$ cat src/rtl/fifo_read_stream.sv
// Read-side burst drain engine: pops FIFO words into a 2-entry skid buffer and streams them out with a last marker.
// Latency: pop in cycle N is presented on the stream in cycle N+1 when the buffer was empty; 1 word/clock sustained.
// Backpressure: stream_ready_i only affects registered occupancy, so pops stall at 2 buffered words with no ready->pop path.
module fifo_read_stream #(
    parameter int data_size  = 8,
    parameter int count_size = 8
) (
    input  logic                  read_clk_i,
    input  logic                  read_reset_n_i,
    input  logic                  enable_i,
    input  logic [count_size-1:0] burst_length_i,
    input  logic                  read_empty_i,
    input  logic [data_size-1:0]  read_data_i,
    output logic                  read_increment_o,
    output logic                  stream_valid_o,
    output logic [data_size-1:0]  stream_data_o,
    output logic                  stream_last_o,
    input  logic                  stream_ready_i,
    output logic                  busy_o,
    output logic                  done_o,
    output logic [count_size-1:0] word_count_o
);

    typedef enum logic [1:0] {
        IDLE  = 2'd0,
        RUN   = 2'd1,
        DRAIN = 2'd2
    } state_t;

    localparam logic [count_size-1:0] CNT_ONE = {{(count_size-1){1'b0}}, 1'b1};

    state_t                state, state_nxt;
    logic [count_size-1:0] length_q;
    logic [count_size-1:0] pop_count;
    logic [count_size-1:0] word_count_q;
    logic [1:0]            occ, occ_nxt;
    logic                  head_vld;
    logic [data_size-1:0]  head_dat, tail_dat;
    logic                  head_last, tail_last;
    logic                  done_q, done_nxt;

    logic pop;
    logic xfer;
    logic pop_last;
    logic start;

    // Pop decision uses registered state only; stream_ready_i never feeds it.
    assign pop      = (state == RUN) & ~read_empty_i & (occ < 2'd2) & (pop_count < length_q);
    assign xfer     = head_vld & stream_ready_i;
    assign pop_last = (pop_count == (length_q - CNT_ONE));
    assign start    = (state == IDLE) & enable_i & (burst_length_i != '0);

    always_comb begin
        state_nxt = state;
        occ_nxt   = occ;
        done_nxt  = 1'b0;

        case ({pop, xfer})
            2'b10:   occ_nxt = occ + 2'd1;
            2'b01:   occ_nxt = occ - 2'd1;
            default: occ_nxt = occ;
        endcase

        case (state)
            IDLE: begin
                if (start) begin
                    state_nxt = RUN;
                end
            end
            RUN: begin
                if (pop && pop_last) begin
                    state_nxt = DRAIN;
                end
            end
            DRAIN: begin
                // Finish on the cycle the final buffered word is accepted.
                if (occ_nxt == 2'd0) begin
                    state_nxt = IDLE;
                    done_nxt  = 1'b1;
                end
            end
            default: begin
                state_nxt = IDLE;
            end
        endcase
    end

    always_ff @(posedge read_clk_i or negedge read_reset_n_i) begin
        if (!read_reset_n_i) begin
            state        <= IDLE;
            occ          <= 2'd0;
            head_vld     <= 1'b0;
            done_q       <= 1'b0;
            length_q     <= '0;
            pop_count    <= '0;
            word_count_q <= '0;
        end else begin
            state    <= state_nxt;
            occ      <= occ_nxt;
            head_vld <= (occ_nxt != 2'd0);
            done_q   <= done_nxt;
            if (start) begin
                length_q     <= burst_length_i;
                pop_count    <= '0;
                word_count_q <= '0;
            end else begin
                if (pop) begin
                    pop_count <= pop_count + CNT_ONE;
                end
                if (xfer) begin
                    word_count_q <= word_count_q + CNT_ONE;
                end
            end
        end
    end

    // Head/tail shift buffer: head always holds the oldest word.
    always_ff @(posedge read_clk_i or negedge read_reset_n_i) begin
        if (!read_reset_n_i) begin
            head_dat  <= '0;
            head_last <= 1'b0;
            tail_dat  <= '0;
            tail_last <= 1'b0;
        end else begin
            case ({pop, xfer})
                2'b10: begin
                    if (occ == 2'd0) begin
                        head_dat  <= read_data_i;
                        head_last <= pop_last;
                    end else begin
                        tail_dat  <= read_data_i;
                        tail_last <= pop_last;
                    end
                end
                2'b01: begin
                    head_dat  <= tail_dat;
                    head_last <= tail_last;
                end
                2'b11: begin
                    if (occ == 2'd1) begin
                        head_dat  <= read_data_i;
                        head_last <= pop_last;
                    end else begin
                        head_dat  <= tail_dat;
                        head_last <= tail_last;
                        tail_dat  <= read_data_i;
                        tail_last <= pop_last;
                    end
                end
                default: begin
                end
            endcase
        end
    end

    assign read_increment_o = pop;
    assign stream_valid_o   = head_vld;
    assign stream_data_o    = head_dat;
    assign stream_last_o    = head_last;
    assign busy_o           = (state != IDLE);
    assign done_o           = done_q;
    assign word_count_o     = word_count_q;

endmodule

$ cat config.mk
export PLATFORM = sky130hd
export DESIGN_NAME = fifo_read_stream
export DESIGN_NICKNAME = d
export VERILOG_FILES = /design/src/rtl/fifo_read_stream.sv
export SDC_FILE = /design/constraint.sdc
export NUM_CORES = 1
export LEC_CHECK = 0
export BUFFER_PORTS_ARGS = -buffer_cell sky130_fd_sc_hd__buf_2
export CORE_UTILIZATION = 50
export DETAILED_ROUTE_END_ITERATION = 10
export HOLD_SLACK_MARGIN = 0.03
export PLACE_DENSITY = 0.69
export SYNTH_ARGS = -nofsm -noshare
export SYNTH_HDL_FRONTEND = slang
export SYNTH_SLANG_ARGS = --single-unit
$ cat constraint.sdc
create_clock -name read_clk_i -period 4.5 [get_ports read_clk_i]
set_input_delay 0.45 -clock read_clk_i [delete_from_list [all_inputs] [get_ports read_clk_i]]
set_output_delay 0.45 -clock read_clk_i [all_outputs]
set_load 0.01 [all_outputs]
==> flow_summary.toml <==
[logic_synthesis]
syn_area_um2 = 2550
yosysWarningCount = 0
syn_area_per_cell_um2 = 9.88
synth_nets = 295
synth-seq-cells = 48
seq_area_frac_synth = 0.471
postSynthCellCount = 258
yosysUniqueCellTypes = 39

[timing]
slew_violations = 0
slew_headroom = 0.305
timing.fmax_mhz = 272
worstMarginPinSlew_ns = 1.04
min_period_ns = 3.68
period_share = 0.818
rsz0062_at_grt = "no"
setup_viol = 0
tns_ns = 0
hold_viol = 0
fin_skew_ns = 0.0152
finalHoldWorstSlack_ns = 0.312

[clocking]
postCtsSetupBuffers = 0
cts-htree-levels = 2
clock_sinks = 48
cts_resized = 0
clk_pin_slew_ns = 0.10
cts_tree = "done"
clockBufferDepth = 2
clk_latency_ns = 0.31
clockRootBuffer = "clkbuf_8"
numCtsBuffers = 5
ctsHoldBuffers = 0

[layout]
drive_gt1_frac = 0.224
instances_no_fill = 371
multiInputGateArea_um2 = 1270
utilization = 0.611
syn_to_final_growth_pct = 15.4
antennaDiodeCount = 0
fill_cells = 419
final-seq-area_um2 = 1200
fin_nets = 340

[setup_path]
cp_data_required_time_ns = 4.69
end_kind = "flip-flop"
cp.depth = 10
path_buf_inv = 1
startpoint_type = "flip-flop"
cp.arrival_ns = 3.87
crit_chain = "ha_1 -> a21o_1 -> a21oi_1 -> and2b_2 -> or3_2 -> clkinv_1 -> ha_1 -> o21ai_0 -> a21oi_1 -> mux2_2"
crit_fanout = 10
cpPeakStageDelay_ns = 0.68
cp_top_family = "compound AO/OA/AOI/OAI gates"
slowest_stage = "a21oi_1"
reg2reg_depth = 10
criticalPathCategory = "flip-flop to flip-flop"

[pwr]
ir_worst_vdd_mv = 0.325
powerDensity_nw_per_um2 = 668
power_leakage_nw = 1.42
power_mw = 1.96

[place]
gp_congestion = 0.768
io_buffers = 41
dpl.hpwl_um = 3760
dp.cells = 363

[global_routing]
antenna_found_initial = 0
track_usage = 0.208
grt_pass1_wl_um = 8580
overflow = 0
grt_max_degree = 49
grt_pass1_vias = 1899

[drt]
vias_per_cell = 5.34
dr.pass1.iters = 4
wl_per_cell_um = 13.9
drtAntennaViolNets = 0
drc = 0
num_vias = 1981
drt_wl_total_um = 5170
first_iter_violations = 114

[die]
core_um2 = 4820
ios = 42
die-area_um2 = 5390
fp.dieW_um = 73.4
initial_utilization = 0.529
die_h_um = 73.4
core.rowCount = 25

[outcome]
status = "finished, final reports clean"

[job]
drv_cap = 0

[worst_hold_path]
hold_path_class = "primary input to async pin"
power breakdown:
part	total (mW)	leakage, nW	switching, mW	internal (mW)
registers	0.779	0.595	0.173	0.606
logic	0.870	0.769	0.480	0.390
clock network	0.316	0.0541	0.152	0.165
total	1.96	1.42	0.804	1.16
synth_stat cells (all sizes together):
cell type	number	area, µm²
nor4	2	12.5
a211oi	2	15.0
nor3b	1	7.51
a21o	2	15.0
nand2	37	139
xnor2	7	61.3
a221oi	1	8.76
clkbuf	4	15.0
a2111oi	1	15.0
and3	1	6.26
nor3	4	20.0
o21a	1	7.51
and2b	1	8.76
mux2i	4	40.0
o31ai	2	15.0
nand3b	2	15.0
mux2	9	101
nor2	18	67.6
nor2b	1	6.26
clkinv	2	7.51
a31o	1	8.76
a21oi	11	55.1
nand2b	2	12.5
inv	15	56.3
ha	16	200
dfrtp	48	1200
a22oi	9	67.6
a32o	1	10.0
or3	1	7.51
xor2	9	78.8
or2	3	18.8
o21ai	19	95.1
and4	1	8.76
nand3	3	15.0
a32oi	2	17.5
nand4	6	37.5
or4	6	52.6
o211ai	3	22.5
kinds of logic (layout without fill, tap and decap cells):
| family | Yosys count | count (layout) | synth area share |
|---|---|---|---|
| fa+ha+maj | 16 | 16 | 0.0785 |
| mux | 13 | 13 | 0.0554 |
| compound gates | 55 | 55 | 0.138 |
| buf+inv | 21 | 67 | 0.0309 |
| flops | 48 | 48 | 0.471 |
| xor+xnor | 16 | 16 | 0.0550 |
| simple gates | 89 | 89 | 0.171 |
final cells by class:
type | count | area share
clock buffer | 5 | 0.0234
clock inverter | 3 | 0.0145
inverter | 17 | 0.0217
multi-input combinational | 189 | 0.432
sequential | 48 | 0.408
tap | 67 | 0.0285
timing repair buffer | 42 | 0.0723
per-layer routing:
layer / GRT usage / share of wire / up-vias
li1: - / - / 1001
met1: 0.281 / 0.49 / 946
met2: 0.345 / 0.47 / 29
met3: 0.0425 / 0.033 / 5
met4: 0.0534 / 0.0095 / 0
met5: 0 / 0 / -
state kept, by name (all words and copies together) (netlist names):
signal / cells
stream_last_o: 1
done_o: 1
stream_valid_o: 1
occ: 2
word_count_o: 8
tail_last: 1
pop_count: 8
stream_data_o: 8
length_q: 8
tail_dat: 8
state: 2
placed cells by master, fill, tap and decap left out, types with 3 or more instances in the layout:
cell type  instances
a21oi_1           11
a22oi_1            9
buf_2             41
clkbuf_8           5
dfrtp_1           48
ha_1              16
inv_1             15
mux2_2             9
mux2i_1            4
nand2_1           37
nand3_1            3
nand4_1            6
nor2_1            18
nor3_1             4
o211ai_1           3
o21ai_0           19
or2_2              3
or4_1              4
xnor2_1            7
xor2_1             9
worst paths after layout:
check                                   from               end  slack [ns]
max                             pop_count[5]       tail_dat[4]        0.82
min                           read_reset_n_i       length_q[6]        0.31
max reg2reg                     pop_count[5]       tail_dat[4]        0.82
min reg2reg                 stream_data_o[7]  stream_data_o[7]        0.48
max in group asynchronous     read_reset_n_i  stream_data_o[1]        3.53
min in group read_clk_i    burst_length_i[3]       length_q[3]        0.35
metrics by stage:
stage	instance area, µm²	worst slack (ns)
floorplan	2550	1.27
global placement	2830	1.02
detailed placement	2830	0.907
CTS	2940	0.831
global route	2940	0.570
finish	2940	0.820
Note: power is estimated with default switching activity, not from simulation.
